<file path="src/rtl/sw_reg_wr.sv">
// Wishbone B3 classic slave: a single byte-writable register driven to the fabric.
// Define SW_REG_WR_INT_EN to get a one-cycle wbs_int_o pulse after each non-empty write.

module sw_reg_wr_lane (
  input  logic       wb_clk_i,
  input  logic       wb_rst_i,
  input  logic       wr_en,
  input  logic [7:0] din,
  output logic [7:0] q
);

  always_ff @(posedge wb_clk_i or negedge wb_rst_i) begin
    if (!wb_rst_i)  q <= '0;
    else if (wr_en) q <= din;
  end

endmodule

module sw_reg_wr #(
  parameter logic [31:0] DEV_BASE_ADDR  = 32'h0,
  parameter logic [31:0] DEV_HIGH_ADDR  = 32'h0F,
  parameter int          BUS_DATA_WIDTH = 32,
  parameter int          BUS_ADDR_WIDTH = 8
) (
  input  logic                        wb_clk_i,
  input  logic                        wb_rst_i,
  input  logic                        wbs_cyc_i,
  input  logic                        wbs_stb_i,
  input  logic                        wbs_we_i,
  input  logic [BUS_DATA_WIDTH/8-1:0] wbs_sel_i,
  input  logic [BUS_ADDR_WIDTH-1:0]   wbs_adr_i,
  input  logic [BUS_DATA_WIDTH-1:0]   wbs_dat_i,
  output logic [BUS_DATA_WIDTH-1:0]   wbs_dat_o,
  output logic                        wbs_ack_o,
  output logic                        wbs_int_o,
  output logic [BUS_DATA_WIDTH-1:0]   fabric_data_o
);

  localparam int NUM_LANES = BUS_DATA_WIDTH / 8;

  typedef struct packed {
    logic                          cyc;
    logic                          stb;
    logic                          we;
    logic [NUM_LANES-1:0]          sel;
    logic [BUS_ADDR_WIDTH-1:0]     adr;
    logic [NUM_LANES-1:0][7:0]     dat;
  } wb_req_t;

  wb_req_t                   req;
  logic [NUM_LANES-1:0][7:0] reg_q;
  logic [31:0]               adr_ext;
  logic [32:0]               diff_lo, diff_hi;
  logic                      hit, req_vld, wr_acc;

  assign req = '{cyc: wbs_cyc_i, stb: wbs_stb_i, we: wbs_we_i,
                 sel: wbs_sel_i, adr: wbs_adr_i, dat: wbs_dat_i};

  // Window check via 33-bit borrow so a zero base never folds to a constant compare.
  assign adr_ext = 32'(req.adr);
  assign diff_lo = {1'b0, adr_ext} - {1'b0, DEV_BASE_ADDR};
  assign diff_hi = {1'b0, DEV_HIGH_ADDR} - {1'b0, adr_ext};
  assign hit     = ~diff_lo[32] & ~diff_hi[32];

  assign req_vld = req.cyc & req.stb & hit;
  assign wr_acc  = req_vld & req.we & ~wbs_ack_o;

  // Ack toggles under a held request, so every second cycle completes a transfer.
  always_ff @(posedge wb_clk_i or negedge wb_rst_i) begin
    if (!wb_rst_i) wbs_ack_o <= 1'b0;
    else           wbs_ack_o <= req_vld & ~wbs_ack_o;
  end

  for (genvar g = 0; g < NUM_LANES; g++) begin : g_lane
    sw_reg_wr_lane u_lane (
      .wb_clk_i (wb_clk_i),
      .wb_rst_i (wb_rst_i),
      .wr_en    (wr_acc & req.sel[g]),
      .din      (req.dat[g]),
      .q        (reg_q[g])
    );
  end

  assign wbs_dat_o     = reg_q;
  assign fabric_data_o = reg_q;

`ifdef SW_REG_WR_INT_EN
  always_ff @(posedge wb_clk_i or negedge wb_rst_i) begin
    if (!wb_rst_i) wbs_int_o <= 1'b0;
    else           wbs_int_o <= wr_acc & (|req.sel);
  end
`else
  assign wbs_int_o = 1'b0;
`endif

endmodule

</file>
<file path="config.mk">
export PLATFORM = sky130hd
export DESIGN_NAME = sw_reg_wr
export DESIGN_NICKNAME = d
export VERILOG_FILES = /design/src/rtl/sw_reg_wr.sv
export SDC_FILE = /design/constraint.sdc
export NUM_CORES = 1
export LEC_CHECK = 0
export ABC_AREA = 1
export CAP_MARGIN = 40
export CORE_ASPECT_RATIO = 0.7
export CORE_UTILIZATION = 39
export DETAILED_ROUTE_END_ITERATION = 10
export PLACE_DENSITY = 0.82
export SYNTH_ARGS = -nofsm -noshare
export SYNTH_HDL_FRONTEND = slang
export SYNTH_SLANG_ARGS = --single-unit
</file>
<file path="constraint.sdc">
create_clock -name wb_clk_i -period 2.2 [get_ports wb_clk_i]
set_input_delay 0.44 -clock wb_clk_i [delete_from_list [all_inputs] [get_ports wb_clk_i]]
set_output_delay 0.44 -clock wb_clk_i [all_outputs]
set_load 0.02 [all_outputs]
</file>
==> results.cfg, run 1 <==
[run_status]
status = finished, final reports clean

[detailed_routing]
vias = 1502
met3_length_um = 378
ant_nets = 0
dr.first_iter.drc_count = 64
wire_per_inst_um = 13.1
avgViaCountPerCell = 4.78
wl_met1_um = 1740
dr.pass1.iters = 4
drt_wl_total_um = 4110
drc = 0
dr_wl_met2_um = 1930
highest_layer = met4

[yosys]
syn-cell-area_sq_um = 1760
netlist_instances = 184
yosysTopAreaCell = dfrtp_1
syn_avg_cell_area_sq_um = 9.57
ys_ff_latch = 33
netlist.area_leader.share_pct = 46.9
netlist_top_cells_area = dfrtp_1 47%, buf_4 16%, nand2_1 14%
synth_adder_area_share_pct = 0
ys_types = 13
synth_simple_gate_area_share_pct = 31.5
synth_compound_area_share_pct = 0
synth_top_family_by_area = simple AND/OR/NAND/NOR gates
synth_nets = 233
synth_xor_area_share_pct = 0
yosys_warnings = 0
ys_seq_area_share_pct = 46.9
muxShareOfSynthArea_pct = 0

[floorplan]
num_rows = 20
initial_core_util_pct = 40.7
num_io_pins = 115
die_w_um = 82.3
die_area_sq_um = 4790
core_sq_um = 4330
die_y_um = 58.2

[placement]
gp_congestion = 0.685
dp_hpwl_um = 2860
placement.cell_area_sq_um = 2580
numPortBuffers = 109
pre_cts_ws_ns = 0.379

[clock_tree]
cts_hold_buf = 0
htree_num_levels = 2
clk_pin_slew_ns = 0.07
numCtsBuffers = 5
ctsLongestPathBuffers = 2
cts_sinks = 33
insertion_delay_ns = 0.28
tritoncts = done
ctsResizeCount = 0
cts-root-buf = clkbuf_8
post_cts_buffers = 0

[grt]
antenna_found_initial = 0
grt_pass1_vias = 1444
grt_max_degree = 38
grt_overflow = 0
track_usage_pct = 18.3
grt_pass1_wl_um = 6530

[sta]
holdWs_ns = 0.215
drv_slew = 0
final_hold_viol_count = 0
setup_slack_ns = 0.468
tightest_slew_ns = 0.732
fin_crit_ns = 1.73
fin_skew_ns = 0.00255
setup_viol = 0
tns_ns = 0
slew_headroom_pct = 51.2
rsz0062_at_grt = false
final.period_utilization_pct = 78.7
fmax_ghz = 0.577

[pwr]
pwr-share-comb_pct = 29.9
p_switching_uw = 479
p_per_area_nw_per_um2 = 603
pwr-share-clk_pct = 27.0
leakage_uw = 0.00121
vdd.ir_drop.worst_mv = 0.379
seq_power_share_pct = 43.1
swShare_pct = 29.8
p_int_uw = 1130

[worst_setup_path]
cp_data_required_time_ns = 1.76
arrival_ns = 1.29
cp_cell_sequence = clkdlybuf4s50_1
worstSetupPathType = reg -> out
slowest_stage = clkdlybuf4s50_1
startpoint_type = flop
max_stage_delay_ns = 0.63
critPathBufInv = 1
crit_path_max_fanout = 3
r2r_start = wbs_ack_o$_DFF_PN0_
crit_path_start = g_lane[3].u_lane.q[1]$_DFFE_PN0P_
cp_top_family = buffers and inverters
end_kind = output port

[layout]
drive_above_1_share_pct = 5.79
nets = 307
fill_cells = 388
final_area_sq_um = 2660
areaGrowthSynthToFinish_pct = 51.2
diodes = 0

[min_path]
hold_class = in -> async

[job]
maxCapViolCount = 0
metrics by stage:
stage | cells | util (%) | total power [uW]
after global routing | 314 | 61.5 | 1690
after detailed placement | 306 | 59.7 | 1190
after global placement | 306 | 59.7 | 1180
after CTS | 314 | 61.5 | 1630
after floorplan | 184 | - | 968
final | 314 | 61.5 | 1610
final timing paths:
path / slack [ns] / endpoint / cells after the start
max in group asynchronous: 1.51 / g_lane[0].u_lane.q[6]$_DFFE_PN0P_ / 1
hold reg to reg: 0.50 / g_lane[2].u_lane.q[5]$_DFFE_PN0P_ / 2
setup reg to reg: 0.87 / g_lane[0].u_lane.q[3]$_DFFE_PN0P_ / 7
min in group wb_clk_i: 0.50 / g_lane[2].u_lane.q[5]$_DFFE_PN0P_ / 2
setup / recovery: 0.47 / fabric_data_o[25] / 1
hold / removal: 0.22 / g_lane[1].u_lane.q[4]$_DFFE_PN0P_ / 1
cell usage in the layout (no fill, tap or decap):
cell             Yosys  layout
clkdlybuf4s50_1      0     108
nand2_1             64      64
dfrtp_1             33      33
nand4_1             32      32
clkbuf_8             0       5
nand3_4              4       4
clkbuf_1             0       3
nor2_1               2       2
buf_12               0       2
inv_1                1       1
nand3_2              1       1
nand2_2              1       1
nor2_8               1       1
conb_1               1       1
buf_2                1       1
final cells by class:
cell class	instances	area [sq um]	area share, %
Timing Repair Buffer	111	1130	42.3
Sequential cell	33	826	31.0
Multi-Input combinational cell	106	558	21.0
Clock buffer	8	80.1	3.01
Tap cell	55	68.8	2.58
Inverter	1	3.75	0.141
flip-flops by register name (all words and copies together) (netlist names):
register         flops
g_lane.u_lane.q     32
wbs_ack_o            1
cell usage after synthesis:
cell type and n:
buf_4 37, buf_8 6, inv_1 1, nor2_8 1, buf_2 1, nand3_4 4
nand3_2 1, dfrtp_1 33, nand2_1 64, conb_1 1, nand2_2 1, nor2_1 2
nand4_1 32
cells by family after synthesis:
kind of cell,Yosys count
buffers and inverters,45
AND/OR/NAND/NOR,105
other,1
flip-flops,33
routing by layer:
metal / global-route usage [%] / vias to the layer above
met1: 21.3 / 692
met3: 6.93 / 8
met5: 0 / -
met4: 6.52 / 0
met2: 30.9 / 70
li1: - / 732
power groups by stage:
stage	Combinational [uW]	Sequential, uW	Clock, uW
floorplan	208	759	0
global route	514	699	481
CTS	485	693	450
global placement	478	702	0
detailed placement	484	704	0
finish	481	693	433
Power figures use the tool's default switching activity.
==> run 2: changes to the inputs <==
Settings changed: CORE_UTILIZATION 39 to 33, PLACE_DENSITY 0.82 to 0.73.
Clock period 2.2 ns to 1.43 ns, I/O delays scaled along.
==> run 2 against run 1 <==
Compared with the run above:
- cell area rose by 3.4%
- die area increased by 18%
- register-to-register slack worse by 0.68 ns
- sequential power grew 53%
- cell count increased by 9.2%
- clock skew is 0.0027 ns higher
- flip-flop and latch count unchanged
- sequential share of layout area is 1.0 points lower
- critical path depth is 6 higher
- count of clock-buffer cells in the layout fell by 1
- utilization fell by 5.8 points
- hold slack better by 0.26 ns
- critical endpoint is now g_lane[3].u_lane.q[0]$_DFFE_PN0P_
==> results.cfg, run 2 (synthesis results as in run 1) <==
[worst_setup_path]
crit_path_max_fanout = 14
cp_data_required_time_ns = 1.60
worstSetupPathType = in -> reg
end_kind = flop
startpoint_type = primary input
arrival_ns = 1.47

[detailed_routing]
vias = 1546
wire_per_inst_um = 12.3
dr.first_iter.drc_count = 37
drc = 0
ant_nets = 0
dr.pass1.iters = 4
avgViaCountPerCell = 4.51
drt_wl_total_um = 4220

[layout]
largest_reg_flops = 32
final_cell_mix = 65 x dlygate4sd2_1, 64 x nand2_1, 43 x clkdlybuf4s50_1
diodes = 0
areaGrowthSynthToFinish_pct = 56.4
drive_above_1_share_pct = 11.3
final_common_cell = dlygate4sd2_1
nets = 323
largestRegisters = g_lane.u_lane.q (32), wbs_ack_o (1)
final_area_sq_um = 2750
final_cells = 343
max_flop_register = g_lane.u_lane.q
fill_cells = 491

[clock_tree]
insertion_delay_ns = 0.28
cts_sinks = 33
numCtsBuffers = 5
ctsLongestPathBuffers = 2
tritoncts = done
clk_pin_slew_ns = 0.06
htree_num_levels = 2
cts-root-buf = clkbuf_8

[pwr]
swShare_pct = 30.2
vdd.ir_drop.worst_mv = 0.439
p_int_uw = 1690
pwr-share-clk_pct = 28.8
p_switching_uw = 731
leakage_uw = 0.00158
pwr-share-comb_pct = 27.4
p_per_area_nw_per_um2 = 880
seq_power_share_pct = 43.8
report.power.total_uw = 2420

[placement]
dp_hpwl_um = 3260
gp_congestion = 0.723
numPortBuffers = 109
placement.cell_area_sq_um = 2740
dp_cells = 335
pre_cts_ws_ns = -0.169

[grt]
grt_busiest_layer = met2
grt_max_degree = 25
antenna_found_initial = 0
grtUsageMet1_pct = 20.1
grt_pass1_vias = 1483
grt_pass1_wl_um = 6950
met2_usage_pct = 26.6
track_usage_pct = 16.2
use_met3_pct = 5.11
grt_overflow = 0

[floorplan]
core_sq_um = 4940
die_w_um = 89.3
num_io_pins = 115
die_area_sq_um = 5640
die_y_um = 63.1
initial_core_util_pct = 35.6
num_rows = 21

[sta]
setup_viol = 0
tns_ns = 0
rsz0062_at_grt = false
final.period_utilization_pct = 90.9
fmax_ghz = 0.769
setup_slack_ns = 0.130
drv_slew = 0
fin_crit_ns = 1.30
fin_skew_ns = 0.00520
final_hold_viol_count = 0

[min_path]
hold_class = in -> async

[job]
maxCapViolCount = 0

[run_status]
status = finished, final reports clean
-- run 2: per-layer routing --
| layer | vias up | share of wire (%) |
|---|---|---|
| li1 | 763 | - |
| met5 | - | 0 |
| met4 | 0 | 0.83 |
| met3 | 5 | 8.0 |
| met2 | 68 | 47 |
| met1 | 710 | 44 |
-- run 2: power by group through the flow --
stage	logic [uW]	registers [uW]	clock network, uW
floorplan	320	1170	0
global placement	765	1080	0
detailed placement	774	1080	0
CTS	672	1060	726
global route	711	1070	762
finish	664	1060	698
-- run 2: per-stage QoR --
| step | utilization [%] | hold slack (ns) |
|---|---|---|
| floorplan | - | -0.00959 |
| global placement | 55.4 | 0.236 |
| detailed placement | 55.4 | 0.240 |
| CTS | 55.7 | 0.471 |
| global route | 55.7 | 0.510 |
| finish | 55.7 | 0.476 |
-- run 2: worst paths after layout --
path                            slack (ns)                                end                              start  depth (start not counted)
worst max-delay path                  0.13  g_lane[3].u_lane.q[0]$_DFFE_PN0P_                          wbs_cyc_i                          7
worst min-delay path                  0.48  g_lane[3].u_lane.q[1]$_DFFE_PN0P_                           wb_rst_i                          2
worst max register to register        0.19  g_lane[3].u_lane.q[0]$_DFFE_PN0P_                wbs_ack_o$_DFF_PN0_                          7
worst min register to register        0.49  g_lane[0].u_lane.q[0]$_DFFE_PN0P_  g_lane[0].u_lane.q[0]$_DFFE_PN0P_                          2
max in group asynchronous             0.51  g_lane[1].u_lane.q[0]$_DFFE_PN0P_                           wb_rst_i                          3
min in group wb_clk_i                 0.49  g_lane[0].u_lane.q[0]$_DFFE_PN0P_  g_lane[0].u_lane.q[0]$_DFFE_PN0P_                          2
-- run 2: what timing repair did --
| action | in CTS | in global routing |
|---|---|---|
| gates resized for setup | 65 | 0 |
| hold buffers | 1 | 0 |
| setup endpoints to repair | 65 | 0 |
| endpoints found under the hold margin | 15 | 0 |
| buffers inserted | 0 | 0 |
-- run 2: layout make-up --
class	count	area, sq um	share of cell area, %
clock buffers	7	86.3	3.14
inverters	1	3.75	0.136
multi-input cells	106	558	20.3
flip-flops and latches	33	826	30.0
well taps	69	86.3	3.14
repair buffers	127	1190	43.3
-- run 2: critical path: stages --
cell	delay, ns
clkdlybuf4s50_1	0.48
nand3_2	0.13
nor2_8	0.16
buf_12	0.15
nand3_4	0.12
nand2_1	0.09
nand2_1	0.05
==> run 3: changes to the inputs <==
Settings changed: MAX_ROUTING_LAYER set to met4.
==> run 3 against run 2 <==
Compared with the run above:
- die area did not move
- sequential power barely moved
- critical path depth unchanged
- setup slack about the same
- count of clock-buffer cells in the layout did not move
- largest power group unchanged
- largest cell class unchanged
- global-route usage grew 0.46 points
- highest routed layer unchanged
- register-to-register slack about the same
- critical endpoint unchanged
==> results.cfg, run 3 (synthesis results as in run 1) <==
[run_status]
status = finished, final reports clean

[detailed_routing]
drt_wl_total_um = 4220
dr.pass1.iters = 4
wire_per_inst_um = 12.3
vias = 1546
drc = 0
dr.first_iter.drc_count = 35
avgViaCountPerCell = 4.51
ant_nets = 0

[clock_tree]
post_cts_buffers = 0
numCtsBuffers = 5
tritoncts = done
cts_sinks = 33
cts-root-buf = clkbuf_8
clk_pin_slew_ns = 0.06
htree_num_levels = 2
ctsLongestPathBuffers = 2
insertion_delay_ns = 0.28

[min_path]
hold_class = in -> async

[layout]
max_flop_register = g_lane.u_lane.q
diodes = 0
final_cell_mix = 65 x dlygate4sd2_1, 64 x nand2_1, 43 x clkdlybuf4s50_1
final_util_pct = 55.7
fill_cells = 491
final_common_cell = dlygate4sd2_1
drive_above_1_share_pct = 11.3
areaGrowthSynthToFinish_pct = 56.4
largest_reg_flops = 32
nets = 323
final_cells = 343
largestRegisters = g_lane.u_lane.q (32), wbs_ack_o (1)

[floorplan]
die_area_sq_um = 5640
die_y_um = 63.1
die_w_um = 89.3
initial_core_util_pct = 35.6
num_rows = 21
num_io_pins = 115
core_sq_um = 4940

[placement]
gp_congestion = 0.731
dp_cells = 335
dp_hpwl_um = 3260
numPortBuffers = 109

[sta]
final.period_utilization_pct = 90.9
drv_slew = 0
fmax_ghz = 0.769
fin_crit_ns = 1.30
final_hold_viol_count = 0
fin_skew_ns = 0.00520
rsz0062_at_grt = false
setup_viol = 0
tns_ns = 0

[grt]
grt_max_degree = 25
grt_pass1_vias = 1482
met2_usage_pct = 26.6
grt_busiest_layer = met2
use_met3_pct = 4.98
grt_overflow = 0
track_usage_pct = 16.7
antenna_found_initial = 0
grtUsageMet1_pct = 20.2
grt_pass1_wl_um = 6960

[pwr]
leakage_uw = 0.00158
vdd.ir_drop.worst_mv = 0.439
p_per_area_nw_per_um2 = 880

[worst_setup_path]
max_stage_delay_ns = 0.48
cp_cell_sequence = clkdlybuf4s50_1 > nand3_2 > nor2_8 > buf_12 > nand3_4 > nand2_1 > nand2_1
startpoint_type = primary input
slowest_stage = clkdlybuf4s50_1
worstSetupPathType = in -> reg
cp_data_required_time_ns = 1.60
arrival_ns = 1.47
crit_path_max_fanout = 14
crit_top_cell = nand2_1
end_kind = flop

[job]
maxCapViolCount = 0
==> run 3: critical path, delay by kind of cell <==
family | cells | cell delay [ns]
buf+inv | 2 | 0.63
simple gates | 5 | 0.55
==> run 3: timing repair <==
| item | CTS | global route |
|---|---|---|
| setup endpoints to repair | 65 | 0 |
| hold buffers | 1 | 0 |
| endpoints found under the hold margin | 15 | 0 |
| resized for setup | 65 | 0 |
==> run 3: path summary, 6_finish.rpt <==
path	startpoint	endpoint	slack [ns]	cells past startpoint
max	wbs_cyc_i	g_lane[3].u_lane.q[0]$_DFFE_PN0P_	0.13	7
min	wb_rst_i	g_lane[3].u_lane.q[1]$_DFFE_PN0P_	0.48	2
max reg2reg	wbs_ack_o$_DFF_PN0_	g_lane[3].u_lane.q[0]$_DFFE_PN0P_	0.19	7
min reg2reg	g_lane[0].u_lane.q[0]$_DFFE_PN0P_	g_lane[0].u_lane.q[0]$_DFFE_PN0P_	0.49	2
max in group asynchronous	wb_rst_i	g_lane[1].u_lane.q[0]$_DFFE_PN0P_	0.51	3
min in group wb_clk_i	g_lane[0].u_lane.q[0]$_DFFE_PN0P_	g_lane[0].u_lane.q[0]$_DFFE_PN0P_	0.49	2
==> run 3: per-stage QoR <==
stage / hold slack (ns) / power, uW / worst slack (ns) / instance area, sq um
finish: 0.476 / 2420 / 0.130 / 2750
global route: 0.510 / 2550 / 0.0340 / 2750
CTS: 0.471 / 2460 / 0.116 / 2750
detailed placement: 0.240 / 1860 / -0.169 / 2740
global placement: 0.236 / 1850 / -0.138 / 2740
floorplan: -0.00959 / 1490 / 0.159 / 1760
==> run 3: per-layer routing <==
| layer | share of wire (%) | up-vias | wire, um |
|---|---|---|---|
| met1 | 44 | 710 | 1850 |
| met3 | 7.7 | 5 | 327 |
| met5 | 0 | - | 0 |
| met4 | 0.90 | 0 | 38 |
| met2 | 47 | 68 | 2000 |
| li1 | - | 763 | - |
==> run 3: final cells by class <==
| class | count | area (sq um) | area share (%) |
|---|---|---|---|
| sequential | 33 | 826 | 30.0 |
| tap | 69 | 86.3 | 3.14 |
| multi-input combinational | 106 | 558 | 20.3 |
| clock buffer | 7 | 86.3 | 3.14 |
| timing repair buffer | 127 | 1190 | 43.3 |
| inverter | 1 | 3.75 | 0.136 |
==> run 3: power by group <==
group	internal, uW	switching, uW	total (uW)
clock network	382	316	698
registers	1010	52.4	1060
logic	301	362	664
total	1690	731	2420
